[config.mk]
export PLATFORM = sky130hd
export DESIGN_NAME = m_game_sequencer
export DESIGN_NICKNAME = d
export VERILOG_FILES = /design/src/rtl/m_game_sequencer.sv
export SDC_FILE = /design/constraint.sdc
export NUM_CORES = 1
export LEC_CHECK = 0
export ABC_CLOCK_PERIOD_IN_PS = 2300
export CAP_MARGIN = 40
export CORE_UTILIZATION = 42
export CTS_CLUSTER_DIAMETER = 80
export DETAILED_ROUTE_END_ITERATION = 8
export GPL_TIMING_DRIVEN = 0
export PLACE_DENSITY = 0.82
export SLEW_MARGIN = 20
export SYNTH_ARGS = -nofsm -noshare
export SYNTH_HDL_FRONTEND = slang
export SYNTH_SLANG_ARGS = --single-unit
[constraint.sdc]
create_clock -name clock -period 2.3 [get_ports clock]
set_input_delay 0.23 -clock clock [delete_from_list [all_inputs] [get_ports clock]]
set_output_delay 0.23 -clock clock [all_outputs]
set_load 0.05 [all_outputs]
[src/rtl/m_game_sequencer.sv]
// m_game_sequencer
//   Top-level game-state sequencer. It walks the game through its phases (greeting, idle,
//   wait-for-tick, logic, render, respawn, paused, game over). It owns the lives counter,
//   pause request and per-phase watchdog, and muxes the VGA pixel bus from the active
//   sub-renderer.
// Ports
//   clock, resetn              system clock, asynchronous active-low reset
//   enable                     global advance enable; 0 freezes all state
//   key_valid, key_code        1-cycle key strobe with decoded key code
//   frame_tick                 1-cycle pacing strobe, one per game step
//   e_greet .. e_game_over     Moore enables for the sub-modules
//   *_done, collided           finished pulses from the sub-modules; collided valid with logic_done
//   src_x/y/color/write        {over,play,greet} pixel buses from the renderers
//   VGA_X/Y/COLOR/WRITE        muxed pixel bus
//   lives, state_out           remaining lives, current state encoding
//   err_timeout                sticky watchdog flag, cleared by the next game start
module m_game_sequencer #(
  parameter int unsigned X_W       = 8,
  parameter int unsigned Y_W       = 7,
  parameter int unsigned COLOR_W   = 12,
  parameter int unsigned LIVES     = 3,
  parameter int unsigned LIFE_W    = 2,
  parameter logic [7:0]  START_KEY = 8'h29,
  parameter logic [7:0]  PAUSE_KEY = 8'h4D,
  parameter int unsigned WDOG      = 2**20
) (
  input  logic                   clock,
  input  logic                   resetn,
  input  logic                   enable,
  input  logic                   key_valid,
  input  logic [7:0]             key_code,
  input  logic                   frame_tick,
  output logic                   e_greet,
  output logic                   e_logic,
  output logic                   e_render,
  output logic                   e_respawn,
  output logic                   e_game_over,
  input  logic                   greet_done,
  input  logic                   logic_done,
  input  logic                   render_done,
  input  logic                   respawn_done,
  input  logic                   game_over_done,
  input  logic                   collided,
  input  logic [3*X_W-1:0]       src_x,
  input  logic [3*Y_W-1:0]       src_y,
  input  logic [3*COLOR_W-1:0]   src_color,
  input  logic [2:0]             src_write,
  output logic [X_W-1:0]         VGA_X,
  output logic [Y_W-1:0]         VGA_Y,
  output logic [COLOR_W-1:0]     VGA_COLOR,
  output logic                   VGA_WRITE,
  output logic [LIFE_W-1:0]      lives,
  output logic [2:0]             state_out,
  output logic                   err_timeout
);

  typedef enum logic [2:0] {
    StGreeting = 3'd0,
    StIdle     = 3'd1,
    StWait     = 3'd2,
    StLogic    = 3'd3,
    StRender   = 3'd4,
    StRespawn  = 3'd5,
    StPaused   = 3'd6,
    StGameOver = 3'd7
  } state_e;

  // Wraps harmlessly when WDOG is 0; the watchdog is disabled in that case.
  localparam logic [31:0] WdogLast = 32'(WDOG - 1);

  state_e              r_state, w_state_d;
  logic [LIFE_W-1:0]   r_lives, w_lives_d;
  logic                r_err, w_err_d;
  logic                r_pend, w_pend_d;
  logic [31:0]         r_wdog, w_wdog_d;
  logic                w_timeout;
  logic                w_start_key;
  logic                w_pause_key;
  logic                w_busy;

  assign w_start_key = key_valid && (key_code == START_KEY);
  assign w_pause_key = key_valid && (key_code == PAUSE_KEY);

  // Phases that wait on a sub-module and so are guarded by the watchdog.
  assign w_busy = (r_state == StGreeting) || (r_state == StLogic) || (r_state == StRender) ||
                  (r_state == StRespawn) || (r_state == StGameOver);

  always_ff @(posedge clock or negedge resetn) begin
    if (!resetn) begin
      r_state <= StGreeting;
      r_lives <= '0;
      r_err   <= 1'b0;
      r_pend  <= 1'b0;
      r_wdog  <= '0;
    end else begin
      r_state <= w_state_d;
      r_lives <= w_lives_d;
      r_err   <= w_err_d;
      r_pend  <= w_pend_d;
      r_wdog  <= w_wdog_d;
    end
  end

  always_comb begin
    w_state_d = r_state;
    w_lives_d = r_lives;
    w_err_d   = r_err;
    w_pend_d  = r_pend;
    w_wdog_d  = r_wdog;
    w_timeout = 1'b0;

    if (enable) begin
      case (r_state)
        StGreeting: begin
          if (greet_done) w_state_d = StIdle;
        end
        StIdle: begin
          if (w_start_key) begin
            w_state_d = StWait;
            w_lives_d = LIFE_W'(LIVES);
            w_err_d   = 1'b0;
            w_pend_d  = 1'b0;
          end
        end
        StWait: begin
          if (w_pause_key) w_pend_d = 1'b1;
          // A pending pause wins over a same-cycle frame tick.
          if (r_pend) w_state_d = StPaused;
          else if (frame_tick) w_state_d = StLogic;
        end
        StLogic: begin
          if (w_pause_key) w_pend_d = 1'b1;
          if (logic_done) begin
            if (!collided) begin
              w_state_d = StRender;
            end else if (r_lives == LIFE_W'(1)) begin
              w_lives_d = '0;
              w_state_d = StGameOver;
            end else begin
              w_lives_d = r_lives - LIFE_W'(1);
              w_state_d = StRespawn;
            end
          end
        end
        StRender: begin
          if (w_pause_key) w_pend_d = 1'b1;
          if (render_done) w_state_d = StWait;
        end
        StRespawn: begin
          if (w_pause_key) w_pend_d = 1'b1;
          if (respawn_done) w_state_d = StRender;
        end
        StPaused: begin
          if (w_pause_key) w_state_d = StWait;
        end
        StGameOver: begin
          if (game_over_done) w_state_d = StGreeting;
        end
        default: w_state_d = StGreeting;
      endcase

      // A done on the last allowed cycle still wins over the watchdog.
      if ((WDOG != 0) && w_busy && (w_state_d == r_state) && (r_wdog == WdogLast)) begin
        w_timeout = 1'b1;
        w_state_d = StGreeting;
        w_err_d   = 1'b1;
      end

      // Timeout in GREETING keeps the state, so it must restart the count explicitly.
      if ((w_state_d != r_state) || w_timeout || !w_busy) w_wdog_d = '0;
      else w_wdog_d = r_wdog + 32'd1;

      if ((w_state_d != r_state) && ((w_state_d == StPaused) || (w_state_d == StIdle))) begin
        w_pend_d = 1'b0;
      end
    end
  end

  assign e_greet     = (r_state == StGreeting);
  assign e_logic     = (r_state == StLogic);
  assign e_render    = (r_state == StRender);
  assign e_respawn   = (r_state == StRespawn);
  assign e_game_over = (r_state == StGameOver);

  assign lives       = r_lives;
  assign state_out   = r_state;
  assign err_timeout = r_err;

  always_comb begin
    VGA_X     = '0;
    VGA_Y     = '0;
    VGA_COLOR = '0;
    VGA_WRITE = 1'b0;
    case (r_state)
      StGreeting: begin
        VGA_X     = src_x[0*X_W +: X_W];
        VGA_Y     = src_y[0*Y_W +: Y_W];
        VGA_COLOR = src_color[0*COLOR_W +: COLOR_W];
        VGA_WRITE = src_write[0];
      end
      StRender, StRespawn: begin
        VGA_X     = src_x[1*X_W +: X_W];
        VGA_Y     = src_y[1*Y_W +: Y_W];
        VGA_COLOR = src_color[1*COLOR_W +: COLOR_W];
        VGA_WRITE = src_write[1];
      end
      StGameOver: begin
        VGA_X     = src_x[2*X_W +: X_W];
        VGA_Y     = src_y[2*Y_W +: Y_W];
        VGA_COLOR = src_color[2*COLOR_W +: COLOR_W];
        VGA_WRITE = src_write[2];
      end
      default: begin
        VGA_X     = '0;
        VGA_Y     = '0;
        VGA_COLOR = '0;
        VGA_WRITE = 1'b0;
      end
    endcase
  end

endmodule

==> results of run 1 <==
[cells in the final DEF (no fill, tap or decap), drive strengths merged, types with 4 or more instances in the layout]
cell type / n
nor2: 49
nand2b: 5
xor2: 12
clkdlybuf4s50: 108
a22oi: 28
nand3: 15
xnor2: 14
inv: 9
nor3b: 4
clkbuf: 22
buf: 41
a21oi: 7
dfrtp: 39
o22ai: 4
nand2: 51
o21ai: 35
nand4: 13
nor3: 5
and3: 9
clkdlybuf4s15: 4
nor4: 5
and4: 4
a31oi: 5
[critical path, cell delays in order, from the launching register on]
cell,delay (ns)
dfrtp_2,0.45
buf_4,0.19
nand2_2,0.14
o21a_1,0.22
nor3b_1,0.37
o21ai_4,0.18
a21oi_4,0.31
buf_6,0.21
nor2_2,0.06
[power by group through the flow]
| stage | combinational [mW] | sequential, mW | clock [mW] |
|---|---|---|---|
| 2_1_floorplan | 2.39 | 0.907 | 0 |
| 3_3_place_gp | 3.53 | 0.815 | 0 |
| 3_5_place_dp | 3.58 | 0.819 | 0 |
| 4_1_cts | 3.63 | 0.808 | 0.526 |
| 5_1_grt | 3.91 | 0.813 | 0.551 |
| 6_report | 3.72 | 0.806 | 0.524 |
[per-layer routing]
| metal | routed length (microns) | GRT usage, % | vias up |
|---|---|---|---|
| li1 | - | - | 1688 |
| met1 | 4360 | 34.1 | 1727 |
| met2 | 5550 | 50.0 | 136 |
| met3 | 685 | 6.00 | 34 |
| met4 | 314 | 8.48 | 0 |
| met5 | 0 | 0 | - |
[state kept, by name (all words and copies together) (netlist names)]
signal,count
err_timeout,1
lives,2
r_pend,1
r_wdog,32
state_out,3
[per-stage QoR]
step           std cells  area [sq um]
4_1_cts              623          4960
3_5_place_dp         612          4820
3_3_place_gp         611          4810
6_report             629          5040
5_1_grt              629          5040
2_1_floorplan        375          3290
[kinds of logic after synthesis]
logic type	share of synthesized area (%)
AND/OR/NAND/NOR	30.1
flip-flops	32.3
adder cells (fa/ha/maj)	0.829
buffers and inverters	5.01
XOR/XNOR	7.54
AO/OA/AOI/OAI	22.8
multiplexers	1.37
[final timing paths]
kind                                          start                        to  slack (ns)  depth (start not counted)
hold reg to reg             err_timeout$_DFFE_PN0P_   err_timeout$_DFFE_PN0P_        0.51                          1
min in group clock                           enable  state_out[0]$_DFFE_PN0P_        0.39                          3
setup / recovery           state_out[0]$_DFFE_PN0P_    r_wdog[19]$_DFFE_PN0P_        0.06                          8
setup reg to reg           state_out[0]$_DFFE_PN0P_    r_wdog[19]$_DFFE_PN0P_        0.06                          8
hold / removal                               resetn    r_wdog[23]$_DFFE_PN0P_        0.36                          2
max in group asynchronous                    resetn      lives[1]$_DFFE_PN0P_        1.47                          3
[Yosys cell counts, types with 4 or more instances]
library cell / number / share of area, %
a21oi_1: 6 / 0.99
a22oi_1: 28 / 7.0
a31oi_1: 5 / 1.0
and3_1: 9 / 1.9
and4_1: 4 / 1.2
buf_6: 4 / 1.5
clkbuf_1: 16 / 2.0
dfrtp_1: 39 / 32
inv_1: 8 / 0.99
nand2_1: 51 / 6.3
nand2b_1: 5 / 1.0
nand3_1: 15 / 2.5
nand4_1: 13 / 2.7
nor2_1: 38 / 4.7
nor2_2: 11 / 2.3
nor3_1: 5 / 0.83
nor3b_1: 4 / 0.99
nor4_1: 4 / 0.83
o21ai_0: 33 / 5.5
o22ai_1: 4 / 0.83
xnor2_1: 14 / 4.1
xor2_1: 12 / 3.5
[area by class of cell]
class	count	area, sq um
Buffer	23	173
Clock buffer	7	96.3
Clock inverter	1	7.51
Fill cell	527	1820
Inverter	9	33.8
Multi-Input combinational cell	304	2210
Sequential cell	39	981
Tap cell	96	120
Timing Repair Buffer	150	1420
[timing repair]
| action | 4_1_cts | 5_1_grt |
|---|---|---|
| endpoints found under the setup margin | 52 | 63 |
| pin swaps | 1 | 5 |
| cloned | 0 | 0 |
| hold buffers | 1 | 0 |
| hold endpoints to repair | 12 | 0 |
| setup buffers | 2 | 6 |
| resized for setup | 172 | 23 |
==> flow_summary_export.csv, run 1 <==
group,metric,value,unit
placed_design,hpwl,8.36,mm
outcome,status,"finished, final reports clean",
pwr,switching_power,2.70,mW
worst_setup_path,endpoint_kind,"flop",
layout,final_util,73.4,%
synthesis,yosys.cell_types.count,57,
sta,slew_headroom,63.8,%
global_route,grt_remaining_overflow,0,
clock_network,clkSinkCount,39,
sta,setup_tns,0,ns
die,rows,30,
run,max-cap-violations,0,
synthesis,synth_nets,480,
pwr,internal_power,2.35,mW
pwr,seq_power_share,16.0,%
worst_setup_path,worstSetupPathType,"flop to flop",
worst_setup_path,critPathMaxFanout,10,
layout,finalNetCount,637,
sta,hold_slack,0.356,ns
die,fp.dieH,86.8,microns
placed_design,gp_congestion,0.866,
synthesis,async_flop_share,100,%
pwr,ir_worst_vdd,516,uV
route,via_per_inst,5.70,
global_route,grt_max_degree,28,
clock_network,numCtsBuffers,5,
global_route,grt_pass1_wl,16.7,mm
pwr,pwr-share-clk,10.4,%
layout,area_growth,67.1,%
die,die-area,7530,sq um
sta,slew_viol_final,0,
clock_network,clock-root-buffer,"clkbuf_8",
synthesis,ys.flop_type,"dfrtp_1",
clock_network,cts_tree,"done",
die,coreArea,6870,sq um
worst_setup_path,cp_data_required_time,2.49,ns
sta,skew,0.0109,ns
synthesis,synth-seq-area-share,32.3,%
pwr,power,5.05,mW
sta,fmax,446,MHz
pwr,comb_power_share,73.7,%
route,vias,3585,
pwr,netSwitchingFraction,53.4,%
global_route,track_usage,28.2,%
route,drt_iter0_markers,286,
worst_hold_path,hold_class,"input pin to asynchronous set/reset pin",
synthesis,ys_warn_count,0,
pwr,powerDensity,1000,nW/um^2
layout,drive_above_1_share,24.8,%
layout,antennaDiodeCount,0,
clock_network,htree_num_levels,2,
sta,worstMarginPinSlew,0.541,ns
placed_design,port-buffer-count,140,
clock_network,cts_buffer_depth,2,
pwr,power.leakage,1.97,nW
route,ant_nets,0,
synthesis,synthCells,375,
route,route.detailed.drc,0,
synthesis,synth_edf_count,0,
worst_setup_path,start_kind,"flop",
synthesis,synth.avg_cell_area,8.05,sq um
sta,hold_violations,0,
route,wire_per_inst,17.3,microns
global_route,antenna_found_initial,0,
placed_design,dp_slack,-0.854,ns
route,dr.pass1.iters,6,
worst_setup_path,worstPathArrival,2.43,ns
die,start_util,44.0,%
clock_network,path_clk_slew,0.08,ns
sta,min_period,2.24,ns
sta,setup_ws,0.0556,ns
synthesis,synth-seq-cells,39,
global_route,grt_pass1_vias,3428,
route,routed_wl,10.9,mm
sta,setup_viol,0,
die,die_w,86.8,microns
die,ios,142,
synthesis,synth.cell_area,3020,sq um
clock_network,insertion_delay,0.30,ns
sta,fin_crit_sh,97.6,%
(Power assumes the default switching activity.)
==> run 2, diff against run 1 <==
Settings changed: ABC_CLOCK_PERIOD_IN_PS 2300 to 2800, CORE_UTILIZATION 42 to 45, PLACE_DENSITY 0.82 to 0.87.
Clock period 2.3 ns to 2.8 ns, I/O delays scaled along.
==> run 2 against run 1 <==
Compared with the run above:
- the flow now finishes with violations (DRC)
- count of clock-buffer cells in the layout down 1
- via count down 3.5%
- wire length down 7.8%
- critical path type is now flop to output port
- first-iteration DRC count down 23%
- non-clock buffer count down 9
==> flow_summary_export.csv, run 2 (same netlist as run 1, synthesis figures left out) <==
group,metric,value,unit
outcome,status,"complete, but fails checks",
outcome,violations,"DRC",
worst_setup_path,endpoint_kind,"output port",
sta,hold_violations,0,
layout,antennaDiodeCount,0,
die,die-area,7040,sq um
layout,final_cell_area,4640,sq um
clock_network,htree_num_levels,2,
sta,worstMarginPinSlew,0.568,ns
sta,min_period,2.64,ns
route,ant_nets,0,
global_route,antenna_found_initial,0,
pwr,ir_worst_vdd,545,uV
worst_setup_path,worstPathArrival,2.36,ns
worst_setup_path,start_kind,"flop",
pwr,power.leakage,1.84,nW
placed_design,gp_congestion,0.894,
sta,fmax,379,MHz
clock_network,clock-root-buffer,"clkbuf_8",
placed_design,dpl-instance-area,4540,sq um
layout,area_growth,53.8,%
route,via_per_inst,5.76,
die,coreArea,6420,sq um
worst_setup_path,worstSetupPathType,"flop to output port",
run,max-cap-violations,0,
global_route,grt_pass1_vias,3414,
global_route,track_usage,29.1,%
global_route,grt_remaining_overflow,0,
clock_network,cts_tree,"done",
layout,drive_above_1_share,13.0,%
layout,regMostFlops,"r_wdog",
layout,final_util,72.3,%
pwr,powerDensity,804,nW/um^2
route,route.detailed.drc,31,
global_route,grt_max_degree,25,
sta,skew,0.00176,ns
clock_network,cts_buffer_depth,2,
route,vias,3461,
layout,final_common_cell,"clkdlybuf4s50_1",
sta,rsz0062_at_grt,"no",
worst_setup_path,cp_data_required_time,2.52,ns
clock_network,path_clk_slew,0.07,ns
worst_setup_path,critPathMaxFanout,10,
die,rows,29,
sta,fin_crit_sh,94.2,%
clock_network,insertion_delay,0.29,ns
route,routed_wl,10.1,mm
layout,finalNetCount,628,
die,ios,142,
clock_network,numCtsBuffers,5,
layout,largest_reg_flops,32,
die,start_util,47.0,%
sta,slew_headroom,61.8,%
placed_design,dp_slack,-0.483,ns
route,dr.pass1.iters,7,
placed_design,port-buffer-count,140,
placed_design,hpwl,8.00,mm
die,die_w,83.9,microns
global_route,grt_pass1_wl,16.5,mm
sta,setup_viol,0,
pwr,power,3.73,mW
sta,setup_ws,0.161,ns
worst_hold_path,hold_class,"input pin to asynchronous set/reset pin",
route,drt_iter0_markers,219,
die,fp.dieH,83.9,microns
clock_network,clkSinkCount,39,
sta,slew_viol_final,0,
route,wire_per_inst,16.7,microns
layout,mostFrequentLayoutCells,"clkdlybuf4s50_1, nand2_1, nor2_1, dfrtp_1, o21ai_1",
## run 2: cell types whose count changed in the layout (fill, tap and decap cells not counted), moves of 3 or more
cell,previous run,this run
buf_2,4,11
buf_4,32,0
clkbuf_1,4,10
clkbuf_8,9,6
clkdlybuf4s15_2,4,13
dfrtp_1,35,38
dfrtp_2,4,1
dlygate4sd2_1,2,6
o21ai_1,1,29
o21ai_2,9,1
o21ai_4,20,0
## run 2: power breakdown
group	switching [mW]	leakage [nW]	total, mW	internal [mW]
clock network	0.198	0.0612	0.486	0.288
registers	0.0755	0.532	0.680	0.605
logic	1.73	1.25	2.57	0.837
total	2.00	1.84	3.73	1.73
## run 2: through the flow
| step | TNS (ns) | cells | hold WS, ns |
|---|---|---|---|
| final | 0 | 601 | 0.441 |
| after global routing | 0 | 601 | 0.450 |
| after CTS | 0 | 602 | 0.414 |
| after detailed placement | -7.36 | 593 | 0.233 |
| after global placement | -6.94 | 592 | 0.515 |
| after floorplan | 0 | 375 | -0.0156 |
## run 2: path summary, 6_finish.rpt
kind	from	endpoint	slack [ns]	cells after the start
worst min register to register	r_wdog[0]$_DFFE_PN0P_	r_wdog[0]$_DFFE_PN0P_	0.53	1
worst max-delay path	state_out[2]$_DFFE_PN0P_	VGA_Y[6]	0.16	6
worst max register to register	state_out[0]$_DFFE_PN0P_	r_wdog[13]$_DFFE_PN0P_	0.32	7
worst min-delay path	resetn	r_wdog[11]$_DFFE_PN0P_	0.44	2
max in group asynchronous	resetn	r_wdog[24]$_DFFE_PN0P_	1.91	3
min in group clock	enable	state_out[0]$_DFFE_PN0P_	0.44	3
## run 2: routing by layer
metal  vias up  global-route usage (%)  wire length, microns  share of wire (%)
met5         -                       0                     0                  0
met4         0                    13.2                   280                2.8
met2       149                    49.0                  4980                 50
li1       1657                       -                     -                  -
met3        28                    5.44                   655                6.5
met1      1627                    36.2                  4140                 41
## run 2: what timing repair did
action / 4_1_cts / 5_1_grt
gates cloned: 0 / 0
hold endpoints to repair: 15 / 0
setup buffers: 0 / 0
gates resized for setup: 86 / 26
hold buffers: 1 / 0
setup endpoints to repair: 30 / 28
## run 2: layout make-up
type	count	area, sq um
fillers	508	1780
multi-input cells	304	1890
well taps	77	96.3
plain buffers	22	123
clock inverters	2	35.0
repair buffers	142	1410
inverters	9	33.8
clock buffers	6	82.6
flip-flops and latches	39	977
## run 2: worst max-delay path: stages (launching register included)
cell             delay, ns
dfrtp_1               0.41
buf_6                 0.16
clkbuf_1              0.37
clkbuf_1              0.42
a22oi_1               0.17
o21ai_1               0.14
clkdlybuf4s15_2       0.39
